**src/rtl/restador_pipe_pkg.sv**
```systemverilog
// Shared constants and types for the restador_pipe subtractor.
// Defining RESTADOR_SAT_EN clamps the result to zero on an unsigned borrow.
package restador_pipe_pkg;

  localparam int ANCHO = 5;
  localparam int CNT_W = 8;

  typedef struct packed {
    logic [ANCHO-1:0] resultado;
    logic             borrow;
    logic             zero;
    logic             negativo;
    logic             overflow;
  } resultado_t;

endpackage

```
**src/rtl/restador_pipe_if.sv**
```systemverilog
// Operand/result handshake bundle for restador_pipe; slave is the pipe side.
interface restador_pipe_if;
  import restador_pipe_pkg::*;

  logic             in_valid;
  logic             in_ready;
  logic [ANCHO-1:0] minuendo;
  logic [ANCHO-1:0] sustraendo;
  logic             out_valid;
  logic             out_ready;
  logic [ANCHO-1:0] resultado;
  logic             borrow;
  logic             zero;
  logic             negativo;
  logic             overflow;
  logic [CNT_W-1:0] num_ops;

  modport slave (
    input  in_valid, minuendo, sustraendo, out_ready,
    output in_ready, out_valid, resultado, borrow, zero, negativo, overflow, num_ops
  );

  modport master (
    output in_valid, minuendo, sustraendo, out_ready,
    input  in_ready, out_valid, resultado, borrow, zero, negativo, overflow, num_ops
  );
endinterface

```
**src/rtl/restador_pipe_core.sv**
```systemverilog
// Raw modular difference a - b via two's-complement addition; no flags here.
module restador_core
  import restador_pipe_pkg::*;
(
    input  logic [ANCHO-1:0] a,
    input  logic [ANCHO-1:0] b,
    output logic [ANCHO-1:0] diff
);

    // Carry out of the top bit is dropped by the 5-bit result width.
    assign diff = a + (~b + ANCHO'(1));

endmodule

```
**src/rtl/restador_pipe.sv**
```systemverilog
// Two-stage valid/ready subtractor: S1 holds operands, S2 holds result and flags.
// Optional RESTADOR_SAT_EN: result forced to zero whenever borrow is set.
module restador_pipe
  import restador_pipe_pkg::*;
(
    input  logic            clk,
    input  logic            rst_n,
    restador_pipe_if.slave  bus
);

    logic             v1;
    logic             v2;
    logic [ANCHO-1:0] m1;
    logic [ANCHO-1:0] s1;
    logic [ANCHO-1:0] raw;
    logic             s1_load;
    logic             s2_load;
    logic             take;
    resultado_t       s2_d;
    resultado_t       s2_q;

    assign s2_load      = v1 && (!v2 || bus.out_ready);
    assign bus.in_ready = !v1 || !v2 || bus.out_ready;
    assign s1_load      = bus.in_valid && bus.in_ready;
    assign take         = v2 && bus.out_ready;

    restador_core u_core (
        .a    (m1),
        .b    (s1),
        .diff (raw)
    );

    // NOTE: every always_comb output gets a default first so no latch is inferred.
    always_comb begin
        s2_d          = '0;
        s2_d.borrow   = (m1 < s1);
        s2_d.overflow = (m1[ANCHO-1] != s1[ANCHO-1]) && (raw[ANCHO-1] != m1[ANCHO-1]);
`ifdef RESTADOR_SAT_EN
        s2_d.resultado = s2_d.borrow ? '0 : raw;
`else
        s2_d.resultado = raw;
`endif
        s2_d.zero     = (s2_d.resultado == '0);
        s2_d.negativo = s2_d.resultado[ANCHO-1];
    end

    // NOTE: state registers use non-blocking assignments so all stages update together.
    always_ff @(posedge clk or negedge rst_n) begin
        if (!rst_n) begin
            v1 <= 1'b0;
            m1 <= '0;
            s1 <= '0;
        end else if (s1_load) begin
            v1 <= 1'b1;
            m1 <= bus.minuendo;
            s1 <= bus.sustraendo;
        end else if (s2_load) begin
            v1 <= 1'b0;
        end
    end

    // S2 only loads when drained or being drained, so a stalled result never changes.
    always_ff @(posedge clk or negedge rst_n) begin
        if (!rst_n) begin
            v2   <= 1'b0;
            s2_q <= '0;
        end else if (s2_load) begin
            v2   <= 1'b1;
            s2_q <= s2_d;
        end else if (take) begin
            v2 <= 1'b0;
        end
    end

    always_ff @(posedge clk or negedge rst_n) begin
        if (!rst_n) begin
            bus.num_ops <= '0;
        end else if (take) begin
            bus.num_ops <= bus.num_ops + CNT_W'(1);
        end
    end

    assign bus.out_valid = v2;
    assign bus.resultado = s2_q.resultado;
    assign bus.borrow    = s2_q.borrow;
    assign bus.zero      = s2_q.zero;
    assign bus.negativo  = s2_q.negativo;
    assign bus.overflow  = s2_q.overflow;

endmodule

```
**src/flat_wrapper.sv**
```systemverilog
// flat-port wrapper written by rule: the top's interface ports become plain ports
module restador_pipe_flat import restador_pipe_pkg::*;
  (clk, rst_n, bus_in_valid, bus_minuendo, bus_sustraendo, bus_out_ready, bus_in_ready, bus_out_valid, bus_resultado, bus_borrow, bus_zero, bus_negativo, bus_overflow, bus_num_ops);
  restador_pipe_if bus_i ();
  input  logic clk;
  input  logic rst_n;
  input wire logic [$bits(bus_i.in_valid)-1:0] bus_in_valid;
  input wire logic [$bits(bus_i.minuendo)-1:0] bus_minuendo;
  input wire logic [$bits(bus_i.sustraendo)-1:0] bus_sustraendo;
  input wire logic [$bits(bus_i.out_ready)-1:0] bus_out_ready;
  output wire logic [$bits(bus_i.in_ready)-1:0] bus_in_ready;
  output wire logic [$bits(bus_i.out_valid)-1:0] bus_out_valid;
  output wire logic [$bits(bus_i.resultado)-1:0] bus_resultado;
  output wire logic [$bits(bus_i.borrow)-1:0] bus_borrow;
  output wire logic [$bits(bus_i.zero)-1:0] bus_zero;
  output wire logic [$bits(bus_i.negativo)-1:0] bus_negativo;
  output wire logic [$bits(bus_i.overflow)-1:0] bus_overflow;
  output wire logic [$bits(bus_i.num_ops)-1:0] bus_num_ops;
  assign bus_i.in_valid = bus_in_valid;
  assign bus_i.minuendo = bus_minuendo;
  assign bus_i.sustraendo = bus_sustraendo;
  assign bus_i.out_ready = bus_out_ready;
  assign bus_in_ready = bus_i.in_ready;
  assign bus_out_valid = bus_i.out_valid;
  assign bus_resultado = bus_i.resultado;
  assign bus_borrow = bus_i.borrow;
  assign bus_zero = bus_i.zero;
  assign bus_negativo = bus_i.negativo;
  assign bus_overflow = bus_i.overflow;
  assign bus_num_ops = bus_i.num_ops;
  restador_pipe u_core (.clk(clk), .rst_n(rst_n), .bus(bus_i));
endmodule
```
**config.mk**
```make
export PLATFORM = sky130hd
export DESIGN_NAME = restador_pipe_flat
export DESIGN_NICKNAME = d
export VERILOG_FILES = /design/src/rtl/restador_pipe_pkg.sv /design/src/rtl/restador_pipe_if.sv /design/src/rtl/restador_pipe_core.sv /design/src/rtl/restador_pipe.sv /design/src/flat_wrapper.sv
export SDC_FILE = /design/constraint.sdc
export NUM_CORES = 1
export LEC_CHECK = 0
export BUFFER_PORTS_ARGS = -buffer_cell sky130_fd_sc_hd__buf_2
export CORE_MARGIN = 2
export CORE_UTILIZATION = 51
export DETAILED_ROUTE_END_ITERATION = 7
export GPL_ROUTABILITY_DRIVEN = 0
export HOLD_SLACK_MARGIN = 0.02
export PLACE_DENSITY = 0.77
export SYNTH_ARGS = -nofsm -noshare
export SYNTH_HDL_FRONTEND = slang
export SYNTH_SLANG_ARGS = --single-unit
```
**constraint.sdc**
```tcl
create_clock -name clk -period 2.3 [get_ports clk]
set_input_delay 0.115 -clock clk [delete_from_list [all_inputs] [get_ports clk]]
set_output_delay 0.115 -clock clk [all_outputs]
set_load 0.01 [all_outputs]
```
# Word level (Yosys, flattened, before mapping)
# Index checks and enable logic that the tools add are counted.
classes:
  add_sub_neg: 3
  n_lt_le_gt_ge: 1
  n_eq_ne: 2
  muxes: 4
  n_bitwise: 1
  n_reduce_logical: 12
op_table:
  columns: ["operator", "count"]
  rows:
  - ["8-bit by 1-bit adder with 8-bit output, second input constant", 1]
  - ["5-bit by 1-bit adder with 5-bit output, second input constant", 1]
  - ["5-bit adder", 1]
  - ["5-bit logical NOT", 1]
  - ["5-bit < comparator", 1]
  - ["5-bit inverter", 1]
  - ["1-bit logical AND", 4]
  - ["1-bit two-way mux", 4]
  - ["2-bit nonzero test", 2]
  - ["1-bit logical OR", 3]
  - ["1-bit logical NOT", 2]
  - ["1-bit != test", 2]
word_totals:
  regBits: 29
  input_bits: 14
  out_inout_bits: 19
  wordCells: 33

# Longest topological paths before layout
logic_depth:
  word_depth: 5
  depth_mapped: 8
  depth_no_buf: 8

# Hierarchy
# A second synthesis with hierarchy kept.
hier_totals:
  hier_cells: 111
  area_unflattened_um2: 1392.6
modules_own_cells:
  columns: ["module", "n_inst", "cells_each", "area_each_um2"]
  rows:
  - ["restador_pipe", 1, 92, 1234.9]
  - ["restador_core", 1, 19, 157.7]

# Worst setup path before layout
# Ideal clock, no wire load.
synth_timing:
  kind: "flip-flop to flip-flop"
  start: "register u_core.m1[0]"
  end: "register u_core.s2_q, in the netlist u_core.bus.negativo"
  arrival_ns: 1.698
  path_slack_ns: 0.478
  stages_incl_launch_ff: 9
  path_buffers: 0
  synth_period_minus_slack_ns: 1.822
  path_cell_list: "dfrtp_1 -> inv_1 -> ha_1 -> inv_1 -> fa_1 -> a211oi_1 -> nor2_1 -> xor2_1 -> mux2_2"
synth_between:
  elab_chain_len: 1
synth_lines:
  columns: ["element", "line_no", "rtl"]
  rows:
  - ["start, declared", "restador_pipe.sv:13", "logic [ANCHO-1:0] m1;"]
  - ["start signal, assigned", "restador_pipe.sv:55", "m1 <= bus.minuendo;"]
  - ["5-bit adder", "restador_pipe_core.sv:11", "assign diff = a + (~b + ANCHO'(1));"]
  - ["end signal, assigned", "restador_pipe.sv:66", "s2_q <= '0;"]
  - ["end signal, assigned", "restador_pipe.sv:69", "s2_q <= s2_d;"]
  - ["end, declared", "restador_pipe.sv:20", "resultado_t s2_q;"]
# Every way passes these cells.
# A chain may end at the register's enable or synchronous reset.

# Final worst setup path
# Ends and elaborated chain as after synthesis.

==> results by group <==
Global routing
  • Initial antenna violation count: 0
  • Total track usage: 18.64%
  • Via count of the first global-routing pass: 913
  • Gr ovfl total: 0
  • Largest net degree at the start of global routing: 29
  • First-pass GRT wire length: 3981 um

Layout
  • N_diodes: 0
  • Final non-filler cell total: 177
  • Fraction of layout cells with a size suffix above 1: 34.69%
  • Area Growth Syn to Fin: 23.98%
  • Post-route core utilization: 65.43%
  • Nets@finish: 170
  • Final-layout fill cell count: 189

Synthesis
  • Area leader, netlist: dfrtp_1
  • Syn_area_per_cell: 12.34 um2
  • Synth unique cells: 25
  • Synth Register Bits: 28
  • Seq/Total Area, Yosys: 54.58%
  • Synth warn: 0
  • Area share of the largest cell type after synthesis: 54.58%
  • Synth Cell Area: 1284 um2
  • Top cells by area, synth: dfrtp_1, mux2_2, ha_1
  • Cell count after synthesis: 104
  • Syn nets: 125

Clock tree
  • Clock Tree Buf Depth: 2
  • # H-tree levels: 1
  • Worst skew pair latency: 0.31 ns
  • Clock sink count: 28
  • Clock Root Buffer: clkbuf_4
  • CTS Buf Count: 3
  • CTS tree: done
  • Clk slew on worst S/H paths: 0.14 ns

Route
  • WL per Instance: 13.18 um
  • 1st-pass router iterations: 4
  • DRC viols: 0
  • Max layer used: met4
  • Wl on met1: 1048 um
  • Metal3 WL: 80 um
  • Final ANT Viol Nets: 0
  • Met2 wire length: 1185 um
  • Routed wire length: 2332 um
  • DRT iter0 DRCs: 17
  • Via count: 918
  • Vias/cell: 5.186

STA
  • Slew HR: 60.58%
  • FMAX: 504.5 MHz
  • Final Max Tran Viols: 0
  • Worst clock skew: 0.001423 ns
  • Final hold vios: 0
  • Final period util: 86.18%
  • Post-route minimum period: 1.982 ns
  • RSZ-0062 raised after global routing: false
  • Worst slew pin tran: 0.5913 ns
  • Final Worst Setup Slack: 0.3180 ns
  • Final TNS setup: 0 ns
  • Final setup viols: 0

Die
  • FP Rows: 18
  • Initial core utilization: 52.78%
  • Die H: 54.17 um
  • Die area: 2934 um2
  • I/O pins: 33
  • Die X: 54.17 um
  • Core ar.: 2432 um2

Critical path
  • Req. time, crit path: 2.52 ns
  • Most used cell, CP: inv_1
  • Worst path max stage delay: 0.41 ns
  • Startpoint types: register
  • Crit Path Category: reg -> reg
  • Worst Setup End Kind: register
  • Worst Path Max Fanout: 2
  • CP max stage cell: dfrtp_1
  • Cells along the critical path: inv_1 > ha_1 > inv_1 > fa_1 > a211oi_1 > nor2_1 > xor2_1 > mux2_2
  • WP data arrival: 2.20 ns

Outcome
  • Status: finished, final reports clean

Run
  • MaxCap Viol Count: 0

Power
  • PwrDens: 923.5 nW/um2
  • Leakage: 0.7808 nW
  • Max VDD drop: 0.5481 mV

Place
  • Setup WS pre-CTS: 0.3356 ns
  • Dpl cells: 164
  • HPWL after DPL: 1731 um
  • IO buf count: 32

Worst hold path
  • Worst hold-check path type: in -> reg
[worst max-delay path, delay by kind of cell (launching register included)]
family                     cells  cell delay, ns
AOI/OAI and AO/OA              1            0.26
xor gates and xnor gates       1            0.16
adders and majority gates      2            0.54
buffers and inverters          2            0.12
DFF                            1            0.41
muxes                          1            0.27
and+or+nand+nor                1            0.12
[final cells by class]
type	instances	area, um2	area share, %
Inverter	7	26.28	1.651
Multi-Input combinational cell	67	544.3	34.20
Tap cell	30	37.54	2.358
Timing Repair Buffer	42	260.3	16.35
Clock buffer	3	22.52	1.415
Sequential cell	28	700.7	44.03
[synthesized netlist by cell type]
master,instances
mux2_2,12
nand2_1,8
inv_1,7
dfrtp_1,28
xnor2_1,8
xor2_1,2
a211oi_1,1
nor2_1,3
nand3_1,5
o21ai_0,4
buf_4,1
o31ai_1,2
nand2b_1,3
a21boi_2,1
a22o_1,1
buf_2,1
o31ai_2,1
and3b_1,1
fa_1,1
o2111ai_1,1
and3_1,3
nand2_2,1
nand3b_1,2
a21oi_2,1
ha_1,6
[cell usage in the layout (no fill, tap or decap)]
| cell type | n |
|---|---|
| buf_2 | 32 |
| dfrtp_1 | 28 |
| mux2_2 | 12 |
| dlygate4sd3_1 | 10 |
| nand2_1 | 8 |
| xnor2_1 | 8 |
| inv_1 | 7 |
| ha_1 | 6 |
| nand3_1 | 5 |
| o21ai_0 | 4 |
| nand2b_1 | 3 |
| nor2_1 | 3 |
| and3_1 | 3 |
| clkbuf_4 | 3 |
| nand3b_1 | 2 |
| xor2_1 | 2 |
| o31ai_1 | 2 |
| a211oi_1 | 1 |
| o31ai_2 | 1 |
| a21oi_2 | 1 |
| a21boi_2 | 1 |
| and3b_1 | 1 |
| o2111ai_1 | 1 |
| a22o_1 | 1 |
| nand2_2 | 1 |
| fa_1 | 1 |
[through the flow]
| step | hold slack [ns] | instance area, um2 | power [mW] |
|---|---|---|---|
| floorplan | -0.1806 | 1284 | 1.076 |
| global placement | 0.1485 | 1469 | 1.237 |
| detailed placement | 0.1554 | 1469 | 1.270 |
| CTS | 0.02588 | 1592 | 1.480 |
| global route | 0.02337 | 1592 | 1.589 |
| finish | 0.03946 | 1592 | 1.470 |
[logic make-up (layout without fill, tap and decap cells)]
group	Yosys count	in the layout	share of synthesized area [%]
flops	28	28	54.58
simple gates	26	26	10.43
compound gates	12	12	7.213
mux	12	12	10.53
xor+xnor	10	10	6.823
buf+inv	9	52	3.022
fa+ha+maj	7	7	7.407
[where the power goes]
part	internal (mW)	switching, mW
clock network	0.0613	0.135
logic	0.268	0.277
registers	0.624	0.105
[registers in the layout, summed over array words and instances, names as in the netlist]
| register | count |
|---|---|
| u_core.bus.resultado | 4 |
| u_core.s1 | 5 |
| u_core.v1 | 1 |
| u_core.bus.overflow | 1 |
| u_core.bus.borrow | 1 |
| u_core.m1 | 5 |
| u_core.bus.num_ops | 8 |
| u_core.bus.negativo | 1 |
| u_core.bus.out_valid | 1 |
| u_core.bus.zero | 1 |
[per-layer routing]
layer,vias up,global-route usage [%]
li1,442,-
met1,453,23.75
met2,21,31.53
met3,2,2.778
met4,0,7.500
met5,-,0
[path summary, 6_finish.rpt]
check	cells past startpoint	slack [ns]	from	end
max in group asynchronous	2	1.61	rst_n	u_core.bus.num_ops[1]$_DFFE_PN0P_
setup / recovery	8	0.32	u_core.m1[0]$_DFFE_PN0P_	u_core.bus.negativo$_DFFE_PN0P_
min in group asynchronous	2	0.31	rst_n	u_core.bus.borrow$_DFFE_PN0P_
hold / removal	2	0.04	bus_minuendo[0]	u_core.m1[0]$_DFFE_PN0P_
setup reg to reg	8	0.32	u_core.m1[0]$_DFFE_PN0P_	u_core.bus.negativo$_DFFE_PN0P_
hold reg to reg	2	0.49	u_core.bus.resultado[2]$_DFFE_PN0P_	u_core.bus.resultado[2]$_DFFE_PN0P_
[what timing repair did]
item | CTS | global route
resized for setup | 0 | 0
buffers inserted | 0 | 0
hold endpoints to repair | 37 | 0
hold buffers | 10 | 0
Note: power is estimated with default switching activity, not from simulation.
